**config.mk**
```make
export PLATFORM = sky130hd
export DESIGN_NAME = add16_seq_ctrl
export DESIGN_NICKNAME = d
export VERILOG_FILES = /design/src/rtl/add16_seq_ctrl.sv
export SDC_FILE = /design/constraint.sdc
export NUM_CORES = 1
export LEC_CHECK = 0
export ABC_AREA = 1
export CORE_MARGIN = 2
export CORE_UTILIZATION = 27
export DETAILED_ROUTE_END_ITERATION = 8
export PLACE_DENSITY = 0.53
export SLEW_MARGIN = 20
export SYNTH_ARGS = -nofsm -noshare
export SYNTH_HDL_FRONTEND = slang
export SYNTH_HIERARCHICAL = 1
export SYNTH_SLANG_ARGS = --single-unit
```
**constraint.sdc**
```tcl
create_clock -name clk -period 2.3 [get_ports clk]
set_clock_uncertainty 0.2 [all_clocks]
set_input_delay 0.575 -clock clk [delete_from_list [all_inputs] [get_ports clk]]
set_output_delay 0.575 -clock clk [all_outputs]
set_load 0.05 [all_outputs]
```
**src/rtl/add16_seq_ctrl.sv**
```systemverilog
// 16-bit sequential adder: one shared 4-bit carry-lookahead adder processes
// one nibble per clock, LSB first; results appear atomically on completion.

module cla4 (
  input  logic [3:0] x,
  input  logic [3:0] y,
  input  logic       cin,
  output logic [3:0] sum,
  output logic       cout
);
  logic [3:0] p;
  logic [3:0] g;
  logic [4:0] c;

  genvar gi;
  generate
    for (gi = 0; gi < 4; gi++) begin : g_pg
      assign p[gi] = x[gi] ^ y[gi];
      assign g[gi] = x[gi] & y[gi];
    end
  endgenerate

  // Carries are flattened lookahead terms rather than a ripple chain.
  assign c[0] = cin;
  assign c[1] = g[0] | (p[0] & cin);
  assign c[2] = g[1] | (p[1] & g[0]) | (p[1] & p[0] & cin);
  assign c[3] = g[2] | (p[2] & g[1]) | (p[2] & p[1] & g[0])
              | (p[2] & p[1] & p[0] & cin);
  assign c[4] = g[3] | (p[3] & g[2]) | (p[3] & p[2] & g[1])
              | (p[3] & p[2] & p[1] & g[0]) | (p[3] & p[2] & p[1] & p[0] & cin);

  generate
    for (gi = 0; gi < 4; gi++) begin : g_sum
      assign sum[gi] = p[gi] ^ c[gi];
    end
  endgenerate

  assign cout = c[4];
endmodule

module add16_seq_ctrl (
  input  logic        clk,
  input  logic        reset,
  input  logic        start,
  input  logic [15:0] a,
  input  logic [15:0] b,
  input  logic        ci,
  output logic        busy,
  output logic        done,
  output logic [15:0] s,
  output logic        co,
  output logic        ovf
);
  typedef enum logic [1:0] {
    IDLE = 2'd0,
    RUN  = 2'd1,
    DONE = 2'd2
  } state_t;

  state_t      state_reg;
  logic [15:0] a_reg;
  logic [15:0] b_reg;
  logic [11:0] shadow_reg;
  logic [1:0]  cnt_reg;
  logic        carry_reg;
  logic [15:0] s_reg;
  logic        co_reg;
  logic        ovf_reg;

  logic [3:0]  a_nibs [4];
  logic [3:0]  b_nibs [4];
  logic [3:0]  nib_a;
  logic [3:0]  nib_b;
  logic [3:0]  nib_sum;
  logic        nib_co;
  logic [15:0] full_sum;
  logic        full_ovf;

  genvar gi;
  generate
    for (gi = 0; gi < 4; gi++) begin : g_nib
      assign a_nibs[gi] = a_reg[4*gi +: 4];
      assign b_nibs[gi] = b_reg[4*gi +: 4];
    end
  endgenerate

  assign nib_a = a_nibs[cnt_reg];
  assign nib_b = b_nibs[cnt_reg];

  cla4 u_cla4 (
    .x    (nib_a),
    .y    (nib_b),
    .cin  (carry_reg),
    .sum  (nib_sum),
    .cout (nib_co)
  );

  // The top nibble is never parked in the shadow; it goes straight to s.
  assign full_sum = {nib_sum, shadow_reg};
  assign full_ovf = (a_reg[15] == b_reg[15]) && (full_sum[15] != a_reg[15]);

  always_ff @(posedge clk) begin
    if (reset) begin
      state_reg  <= IDLE;
      a_reg      <= 16'h0000;
      b_reg      <= 16'h0000;
      shadow_reg <= 12'h000;
      cnt_reg    <= 2'd0;
      carry_reg  <= 1'b0;
      s_reg      <= 16'h0000;
      co_reg     <= 1'b0;
      ovf_reg    <= 1'b0;
    end else begin
      case (state_reg)
        IDLE: begin
          if (start) begin
            a_reg     <= a;
            b_reg     <= b;
            carry_reg <= ci;
            cnt_reg   <= 2'd0;
            state_reg <= RUN;
          end
        end
        RUN: begin
          for (int i = 0; i < 3; i++) begin
            if (cnt_reg == 2'(i)) shadow_reg[4*i +: 4] <= nib_sum;
          end
          carry_reg <= nib_co;
          cnt_reg   <= cnt_reg + 2'd1;
          if (cnt_reg == 2'd3) begin
            s_reg     <= full_sum;
            co_reg    <= nib_co;
            ovf_reg   <= full_ovf;
            state_reg <= DONE;
          end
        end
        DONE: begin
          state_reg <= IDLE;
        end
        default: begin
          state_reg <= IDLE;
        end
      endcase
    end
  end

  assign busy = (state_reg == RUN) || (state_reg == DONE);
  assign done = (state_reg == DONE);
  assign s    = s_reg;
  assign co   = co_reg;
  assign ovf  = ovf_reg;
endmodule

```
; Word level (Yosys, flattened, before mapping)
; Index checks and enable logic that the tools add are counted.
[op_classes]
bitwise = 39
reduce_logical = 12
add_sub_neg = 1
magnitude_cmp = 1
eq_ne = 9
mux = 13
[op_table]
columns = op, n
row1 = $and 1x1->1, 20
row2 = $bmux 4 s2, 2
row3 = $mux 4, 4
row4 = $reduce_and 2->1, 7
row5 = $or 1x1->1, 10
row6 = $pmux 2 s2, 2
row7 = $xor 1x1->1, 8
row8 = $eq 2x2->1 const B, 3
row9 = $mux 2, 3
row10 = $eq 2x1->1 const B, 2
row11 = $logic_not 2->1, 2
row12 = $ne 2x2->1 const B, 2
row13 = $ge 3x3->1 const B, 1
row14 = $not 2->3, 1
row15 = $add 2x1->2 const B, 1
row16 = $pmux 1 s2, 1
row17 = $reduce_bool 2->1, 1
row18 = $eq 1x1->1, 1
row19 = $logic_and 1x1->1, 1
row20 = $logic_or 1x1->1, 1
row21 = $mux 1, 1
row22 = $ne 1x1->1, 1
[word_totals]
wordCells = 86
out_inout_bits = 20
register_bits = 67
inputBits = 36

; Longest topological paths before layout
; Gate-level depths: netlist of run 1.
[depth]
depth_word = 12
depth_mapped = 19
mapped_depth_nobuf = 17

; Modules after synthesis
; The synthesis of run 1 kept the hierarchy.
[by_module_without_submodules]
columns = module, seq_area_each_um2, area_each_um2, n_inst, cells_each
row1 = add16_seq_ctrl, 1341.3, 2758.9, 1, 375
row2 = cla4, 0.0, 235.2, 1, 37

; Worst setup path before layout of run 1
; Ideal clock, no wire load.
[synth_path]
path_type = flip-flop to flip-flop
startpoint = reg cnt_reg[0]
endpoint = reg ovf_reg, in the netlist ovf
setup_slack_ns = 0.091
required_ns = 1.991
path_buffers = 2
stages_incl_launch_ff = 19
synth_period_minus_slack_ns = 2.209
arrival_ns = 1.900
setup_ns = 0.109
cell_sequence = dfxtp_1 > inv_2 > buf_6 > nor2_1 > nor2_1 > o21ai_0 > nand2_1 > ha_1 > buf_6 > nand2_1 > nor2_2 > nor2_2 > nand3_1 > nand2_1 > inv_1 > nand3_1 > nand3_1 > nand2_1 > inv_1
[synth_between]
elab_chain_len = 12
elab_cells_between_ends = 27
cone_classes = eq/ne: 2 / mux: 6 / bitwise: 17 / reduce/logical: 2
[synth_lines]
columns = element, line
row1 = from (decl), 64  ; logic [1:0] cnt_reg;
row2 = from (signal assigned), 129  ; cnt_reg <= cnt_reg + 2'd1;
row3 = $not 2->3 (not written as such) *, 88  ; assign nib_b = b_nibs[cnt_reg];
row4 = $bmux 4 s2 *, 88
row5 = $mux 4 (not written as such) * (2 in series), 88
row6 = named net nib_b[1], 73  ; logic [3:0] nib_b;
row7 = $and 1x1->1 or $xor 1x1->1 (tied branches), "19, 18"
row8 = $and 1x1->1 (on tied branches), "27, 28"
row9 = $or 1x1->1 (tied with other cells), 27  ; assign c[3] = g[2] | (p[2] & g[1]) | (p[2] & p[1] & g[0])
row10 = $or 1x1->1 or $and 1x1->1 (tied branches), "27, 28"
row11 = $or 1x1->1 *, 28  ; | (p[2] & p[1] & p[0] & cin);
row12 = $xor 1x1->1 *, 34  ; assign sum[gi] = p[gi] ^ c[gi];
row13 = named net nib_sum[3], 74  ; logic [3:0] nib_sum;
row14 = $ne 1x1->1 *, 100  ; assign full_ovf = (a_reg[15] == b_reg[15]) && (full_sum[15] != a_reg[15]);
row15 = $logic_and 1x1->1 *, 100
row16 = to (signal assigned), 133  ; ovf_reg <= full_ovf;
row17 = to (decl), 68  ; logic ovf_reg;
; Mark *: on every way through the listed nets, which the timed path passes. The rest lies on a longest branch. The select of a mux whose other input is x is not followed.
; A chain may end at the register's enable or synchronous reset.

; Worst setup path in the final report of run 1
[layout_path]
startpoint = reg s_reg[5], in the netlist s[5]
endpoint = out s[5]
[layout_lines]
columns = element, line
row1 = from (decl), 66  ; logic [15:0] s_reg;
row2 = from (signal assigned), 131  ; s_reg <= full_sum;
row3 = to (decl), 50  ; output logic [15:0] s,
; No word-level cell between the ends.

==> flow_metrics.py, run 1 <==
metrics = {
    "run_status": {
        "run_status": "finished clean",
    },
    "critical_path": {
        "crit_chain": "clkdlybuf4s50_1",
        "cp_slowest_stage_delay_ns": 0.80,
        "worst_ep_required_time_ns": 1.52,
        "ff2ff_path_depth": 10,
        "setup.worst_path.start_class": "register",
        "timing.critical_path.slowest_stage_cell": "clkdlybuf4s50_1",
        "criticalPathCategory": "register to primary output",
        "critical_path.top_delay_family": "buffers and inverters",
        "worst_path_maximum_fanout": 2,
        "worstSetupEndpointType": "primary output",
        "crit_buf_inv": 1,
        "worst-path-stages": 1,
        "worst_ep_arrival_time_ns": 1.46,
    },
    "finish": {
        "num_antenna_cells": 0,
        "mostFrequentLayoutCells": "nor2_1, dfxtp_1, o21ai_0",
        "syn2layout_area_growth_pct": 30.1,
        "design.final.nets": 515,
        "post-route-cell-area_um2": 3890,
        "drive_gt1_share_pct": 12.1,
        "layoutNonFillerInstCount": 611,
        "final_util_pct": 35.9,
        "mostFrequentLayoutCell": "nor2_1",
    },
    "global_routing": {
        "antenna_found_initial": 0,
        "globalRouteTotalUtil_pct": 12.2,
        "grt_overflow": 0,
        "vias_in_the_first_global_route": 2518,
        "grt_first_pass_wirelength_um": 11500,
        "grt_max_degree": 41,
    },
    "detailed_routing": {
        "detail-route-antenna-nets": 0,
        "drt_first_pass_iters": 4,
        "num_vias": 2641,
        "overall_routed_net_length_um": 6700,
        "drc": 0,
        "routed_via_density": 4.32,
        "detailedRoute.firstIterationViolations": 83,
        "wl_per_cell_um": 11.0,
    },
    "placement": {
        "detail_placement_hpwl_um": 5010,
        "finalWeightedCongestion": 0.808,
        "placed_cells_incl_taps": 595,
        "numPortBuffers": 55,
        "place_area_um2": 3620,
        "preCtsSetupSlack_ns": -0.0211,
    },
    "die": {
        "core_region_area_um2": 10800,
        "die_area_um2": 11900,
        "num_rows": 38,
        "die-height_um": 109,
        "floorplan.die.width_um": 109,
        "initial_core_util_pct": 27.6,
        "io-pin-count": 56,
    },
    "clocking": {
        "cts_tree": "yes",
        "insertion_delay_ns": 0.34,
        "max-clock-path-buffers": 2,
        "cts_buffers": 9,
        "clock_sinks": 67,
        "ctsRootBufferMaster": "clkbuf_8",
        "cts_max_level": 3,
        "clk_transition_reported_paths_ns": 0.07,
        "buffer_count_from_post_cts_setup_fixing": 0,
    },
    "power": {
        "peakVddDrop_uv": 349,
        "power_per_cell_area_nw_per_um2": 690,
        "p_leak_uw": 0.00166,
    },
    "hold_path": {
        "hp-class": "register to register",
        "hold_path_depth": 2,
    },
    "run": {
        "count_of_maximum_capacitance_violations": 0,
    },
    "timing": {
        "max-slew-margin-rel_pct": 66.6,
        "rsz0062_at_grt": "yes",
        "final-setup-viol-count": 0,
        "min_period_over_period_pct": 97.3,
        "report.final.hold_viol_count": 0,
        "finalCriticalPeriod_ns": 2.24,
        "final_worst_hold_slack_ns": 0.270,
        "setup_ws_ns": 0.0630,
        "final_max_slew_viol_count": 0,
        "timing.fmax_ghz": 0.447,
        "max_slew.worst_pin.slew_ns": 0.500,
    },
    "synthesis": {
        "yosys_reg_bits": 67,
        "synthDistinctLibCells": 23,
        "syn_area_um2": 2990,
        "ys.warnings.count": 6,
        "synth-seq-area-share_pct": 44.8,
        "avgSynthCellArea_um2": 7.27,
        "synth_cells": 412,
        "postSynthNetCount": 461,
    },
}
what timing repair did:
item | 4_1_cts | 5_1_grt
hold endpoints to repair | 0 | 0
pin swaps | 0 | 4
hold buffers | 0 | 0
endpoints found under the setup margin | 5 | 16
gates resized for setup | 5 | 22
cloned | 0 | 0
path summary, 6_finish.rpt:
kind	slack, ns	to	start
min reg2reg	0.27	a_reg[10]	a_reg[10]
max	0.06	s[5]	s[5]
max reg2reg	0.14	shadow_reg[1]	cnt_reg[1]
min	0.27	a_reg[10]	a_reg[10]
Yosys cell counts:
| master | n | area share (%) |
|---|---|---|
| buf_2 | 10 | 1.7 |
| fa_1 | 1 | 0.67 |
| nand3_1 | 9 | 1.5 |
| nand2_2 | 1 | 0.21 |
| xor2_1 | 1 | 0.29 |
| clkbuf_2 | 1 | 0.17 |
| buf_4 | 3 | 0.75 |
| a21oi_1 | 19 | 3.2 |
| nor2_1 | 123 | 15 |
| o211ai_1 | 2 | 0.50 |
| ha_1 | 12 | 5.0 |
| xnor2_1 | 1 | 0.29 |
| inv_2 | 5 | 0.63 |
| buf_6 | 5 | 1.9 |
| inv_1 | 29 | 3.6 |
| nand2_4 | 1 | 0.38 |
| nand2_1 | 37 | 4.6 |
| o21ai_0 | 73 | 12 |
| nand4_1 | 3 | 0.63 |
| nor2_2 | 3 | 0.63 |
| o21ai_1 | 4 | 0.67 |
| dfxtp_1 | 67 | 45 |
| clkbuf_1 | 2 | 0.25 |
report_power, final:
group	switching (µW)	internal, µW
logic	273	212
clock network	449	496
registers	35.5	1220
logic make-up after synthesis:
logic type	after synthesis	share of synthesized area, %
compound gates	98	16.5
xor+xnor	2	0.585
fa+ha+maj	13	5.68
buf+inv	55	8.98
flops	67	44.8
simple gates	177	23.4
through the flow:
stage	TNS, ns	power, µW
after global placement	0	1730
final	0	2690
after floorplan	0	1580
after CTS	0	2700
after detailed placement	-0.0501	1740
after global routing	-0.0155	2850
final cells by class:
| class | count | area (µm²) |
|---|---|---|
| clock buffers | 9 | 124 |
| clock inverters | 7 | 68.8 |
| fillers | 1153 | 6950 |
| inverters | 34 | 138 |
| multi-input cells | 290 | 1440 |
| flip-flops and latches | 67 | 1350 |
| well taps | 140 | 175 |
| repair buffers | 64 | 604 |
routing by layer:
| layer | vias to the layer above | part of all wire [%] | global-route usage, % |
|---|---|---|---|
| met3 | 10 | 4.6 | 3.32 |
| met5 | - | 0 | 0 |
| met1 | 1152 | 48 | 15.1 |
| met4 | 0 | 1.3 | 4.61 |
| met2 | 53 | 46 | 20.1 |
| li1 | 1426 | - | - |
(Power assumes the default switching activity.)
==> inputs of run 2 (changes only) <==
- PLACE_DENSITY: 0.53 -> 0.51
- clock period: 2.3 -> 2.32 ns (I/O delays scaled with it)
==> flow_metrics.py, run 2 (synthesized netlist as in run 1, its figures left out) <==
metrics = {
    "finish": {
        "drive_gt1_share_pct": 13.1,
        "design.final.nets": 516,
        "syn2layout_area_growth_pct": 30.6,
        "mostFrequentLayoutCell": "nor2_1",
        "layoutNonFillerInstCount": 612,
        "num_antenna_cells": 0,
        "mostFrequentLayoutCells": "nor2_1, o21ai_0, dfxtp_1",
    },
    "timing": {
        "timing.fmax_ghz": 0.446,
        "report.final.hold_viol_count": 0,
        "max_slew.worst_pin.slew_ns": 0.500,
        "fin_tns_setup_ns": 0,
        "final_worst_hold_slack_ns": 0.269,
        "finalCriticalPeriod_ns": 2.24,
        "final-setup-viol-count": 0,
        "rsz0062_at_grt": "no",
        "final_max_slew_viol_count": 0,
        "max-slew-margin-rel_pct": 66.6,
        "min_period_over_period_pct": 96.6,
    },
    "critical_path": {
        "worst_ep_arrival_time_ns": 1.46,
        "worst_ep_required_time_ns": 1.54,
        "r2r_start": "cnt_reg[0]",
        "critPathCapture": "s[4]",
        "worstSetupEndpointType": "primary output",
        "ff2ff_path_depth": 9,
        "critPathLaunch": "s[4]",
        "criticalPathCategory": "register to primary output",
        "worst-path-stages": 1,
        "setup.worst_path.start_class": "register",
        "worst_path_maximum_fanout": 2,
        "crit_buf_inv": 1,
        "critical_path.top_delay_family": "buffers and inverters",
        "rrSetupSlack_ns": 0.11,
        "timing.critical_path.slowest_stage_cell": "clkdlybuf4s50_1",
        "crit_chain": "clkdlybuf4s50_1",
        "cp_slowest_stage_delay_ns": 0.79,
        "rr_endpoint": "shadow_reg[2]",
    },
    "global_routing": {
        "grt_first_pass_wirelength_um": 11000,
        "grt_max_degree": 41,
        "grt_overflow": 0,
        "antenna_found_initial": 0,
        "globalRouteTotalUtil_pct": 11.8,
        "vias_in_the_first_global_route": 2413,
    },
    "die": {
        "core_region_area_um2": 10800,
        "die-height_um": 109,
        "initial_core_util_pct": 27.6,
        "floorplan.die.width_um": 109,
        "num_rows": 38,
        "io-pin-count": 56,
        "die_area_um2": 11900,
    },
    "power": {
        "peakVddDrop_uv": 291,
        "totalPowerFinal_uw": 2700,
        "combinationalPowerShare_pct": 17.8,
        "power.sequential.fraction_pct": 46.3,
        "intPower_uw": 1950,
        "netSwitchingFraction_pct": 27.8,
        "power_per_cell_area_nw_per_um2": 689,
        "p_clk_share_pct": 35.9,
        "p_leak_uw": 0.00166,
        "switchingPower_uw": 749,
    },
    "detailed_routing": {
        "overall_routed_net_length_um": 6700,
        "drc": 0,
        "detail-route-antenna-nets": 0,
        "drt_first_pass_iters": 4,
        "num_vias": 2617,
        "wl_per_cell_um": 10.9,
        "routed_via_density": 4.28,
        "detailedRoute.firstIterationViolations": 135,
    },
    "clocking": {
        "insertion_delay_ns": 0.34,
        "cts_tree": "yes",
        "clock_sinks": 67,
        "clk_transition_reported_paths_ns": 0.07,
        "ctsRootBufferMaster": "clkbuf_8",
        "max-clock-path-buffers": 2,
        "cts_max_level": 3,
        "cts_buffers": 9,
    },
    "run_status": {
        "run_status": "finished clean",
    },
    "run": {
        "count_of_maximum_capacitance_violations": 0,
    },
    "hold_path": {
        "hp-class": "register to register",
    },
    "placement": {
        "detail_placement_hpwl_um": 5060,
        "finalWeightedCongestion": 0.776,
        "numPortBuffers": 55,
        "placed_cells_incl_taps": 596,
    },
}
==> run 2: final cells by class <==
class	count	area [µm²]
multi-input combinational	290	1440
tap	140	175
clock buffer	10	138
clock inverter	6	65.1
timing repair buffer	65	611
fill	1196	6930
sequential	67	1350
inverter	34	133
==> run 2: worst min-delay path by stage <==
stage	cells after the start	to	slack, ns	startpoint
2_1_floorplan	2	a_reg[10]	0.23	a_reg[10]
6_report	2	a_reg[8]	0.27	a_reg[8]
4_1_cts	2	a_reg[9]	0.27	a_reg[9]
3_3_place_gp	2	shadow_reg[2]	0.26	shadow_reg[2]
3_5_place_dp	2	a_reg[10]	0.26	a_reg[10]
5_1_grt	2	a_reg[8]	0.28	a_reg[8]
==> run 2: timing repair <==
item | in CTS | in global routing
setup endpoints to repair | 2 | 20
setup buffers | 0 | 0
pin swaps | 0 | 4
gates resized for setup | 1 | 19
hold buffers | 0 | 0
==> run 2: power by group through the flow <==
| stage | clock [µW] | combinational, µW | sequential (µW) |
|---|---|---|---|
| 2_1_floorplan | 0 | 305 | 1260 |
| 3_3_place_gp | 0 | 437 | 1270 |
| 3_5_place_dp | 0 | 446 | 1280 |
| 4_1_cts | 999 | 452 | 1250 |
| 5_1_grt | 1050 | 545 | 1260 |
| 6_report | 969 | 479 | 1250 |
==> run 2: per-layer routing <==
layer,GRT usage [%],wire [µm],vias to the layer above
li1,-,-,1424
met3,3.20,297,7
met5,0,0,-
met4,3.80,76,0
met2,20.2,3190,47
met1,14.4,3140,1139
==> run 2: through the flow <==
| stage | instance area, µm² | setup WS (ns) | utilization (%) |
|---|---|---|---|
| 3_5_place_dp | 3640 | -0.00590 | 33.5 |
| 6_report | 3910 | 0.0790 | 36.1 |
| 4_1_cts | 3850 | 0.0254 | 35.5 |
| 5_1_grt | 3910 | 0.000156 | 36.1 |
| 3_3_place_gp | 3640 | 0.0746 | 33.5 |
| 2_1_floorplan | 2990 | 0.111 | - |
==> inputs of run 3 (changes only) <==
- PLACE_DENSITY: 0.51 -> default
==> flow_metrics.py, run 3 (synthesized netlist as in run 1, its figures left out) <==
metrics = {
    "critical_path": {
        "worst_path_maximum_fanout": 2,
        "worstSetupEndpointType": "primary output",
        "criticalPathCategory": "register to primary output",
        "timing.critical_path.slowest_stage_cell": "clkdlybuf4s50_1",
        "cp_slowest_stage_delay_ns": 0.80,
        "setup.worst_path.start_class": "register",
        "crit_chain": "clkdlybuf4s50_1",
        "worst_ep_arrival_time_ns": 1.47,
        "worst_ep_required_time_ns": 1.54,
        "critical_path.top_delay_family": "buffers and inverters",
        "crit_buf_inv": 1,
    },
    "detailed_routing": {
        "wl_per_cell_um": 11.2,
        "num_vias": 2671,
        "drt_first_pass_iters": 4,
        "overall_routed_net_length_um": 6820,
        "drc": 0,
        "detail-route-antenna-nets": 0,
        "routed_via_density": 4.37,
        "detailedRoute.firstIterationViolations": 93,
    },
    "hold_path": {
        "hp-class": "register to register",
    },
    "finish": {
        "filler_cell_count": 1168,
        "post-route-cell-area_um2": 3880,
        "seqCellArea_um2": 1350,
        "mostFrequentLayoutCell": "nor2_1",
        "design.final.nets": 515,
        "drive_gt1_share_pct": 10.4,
        "num_antenna_cells": 0,
        "mostFrequentLayoutCells": "nor2_1, o21ai_0, dfxtp_1",
        "multi_input_comb_area_um2": 1420,
        "final_util_pct": 35.8,
        "syn2layout_area_growth_pct": 29.6,
    },
    "placement": {
        "place_area_um2": 3630,
        "finalWeightedCongestion": 0.814,
        "detail_placement_hpwl_um": 5040,
        "numPortBuffers": 55,
        "preCtsSetupSlack_ns": -0.0519,
    },
    "timing": {
        "max_slew.worst_pin.slew_ns": 0.490,
        "final_max_slew_viol_count": 0,
        "setup_ws_ns": 0.0650,
        "timing.fmax_ghz": 0.443,
        "finalCriticalPeriod_ns": 2.25,
        "min_period_over_period_pct": 97.2,
        "max-slew-margin-rel_pct": 67.2,
        "fin_tns_setup_ns": 0,
        "rsz0062_at_grt": "yes",
        "report.final.hold_viol_count": 0,
        "final-setup-viol-count": 0,
    },
    "clocking": {
        "ctsRootBufferMaster": "clkbuf_8",
        "max-clock-path-buffers": 2,
        "insertion_delay_ns": 0.35,
        "clock_sinks": 67,
        "cts_max_level": 3,
        "clk_transition_reported_paths_ns": 0.07,
        "cts_buffers": 9,
        "cts_tree": "yes",
        "cts_hold_buffers": 0,
    },
    "global_routing": {
        "globalRouteTotalUtil_pct": 11.9,
        "vias_in_the_first_global_route": 2464,
        "grt_first_pass_wirelength_um": 11000,
        "grt_max_degree": 41,
        "antenna_found_initial": 0,
        "grt_overflow": 0,
    },
    "die": {
        "die-height_um": 109,
        "core_region_area_um2": 10800,
        "io-pin-count": 56,
        "num_rows": 38,
        "initial_core_util_pct": 27.6,
        "die_area_um2": 11900,
        "floorplan.die.width_um": 109,
    },
    "power": {
        "p_leak_uw": 0.00161,
        "peakVddDrop_uv": 238,
        "power_per_cell_area_nw_per_um2": 670,
    },
    "run": {
        "count_of_maximum_capacitance_violations": 0,
    },
    "run_status": {
        "run_status": "finished clean",
    },
}
run 3: final timing paths:
check,cells past startpoint,slack (ns),startpoint,endpoint
hold / removal,2,0.26,b_reg[9],b_reg[9]
setup reg to reg,9,0.07,cnt_reg[0],s[14]
setup / recovery,1,0.07,s[15],s[15]
hold reg to reg,2,0.26,b_reg[9],b_reg[9]
run 3: power breakdown:
group          switching, µW  internal, µW
Sequential              34.1          1210
Clock                    423           442
Combinational            274           214
run 3: stage by stage:
stage          instances  power (µW)  hold slack, ns
5_1_grt              611        2760           0.271
2_1_floorplan        412        1570           0.229
4_1_cts              609        2600           0.256
3_3_place_gp         593        1710           0.247
6_report             611        2600           0.256
3_5_place_dp         593        1720           0.247
run 3: routing by layer:
metal | share of wire [%] | track usage [%]
met5 | 0 | 0
met4 | 2.6 | 6.87
met3 | 4.6 | 3.44
met2 | 46 | 19.1
met1 | 47 | 14.2
run 3: what timing repair did:
action                     4_1_cts  5_1_grt
buffers inserted                 0        2
pin swaps                        0        2
setup endpoints to repair        6       15
resized for setup                2       14
run 3: layout make-up:
class | count | share of cell area [%]
Multi-Input combinational cell | 290 | 36.6
Sequential cell | 67 | 34.7
Timing Repair Buffer | 64 | 16.1
Tap cell | 140 | 4.51
Clock buffer | 12 | 4.00
Inverter | 34 | 3.48
Clock inverter | 4 | 0.645
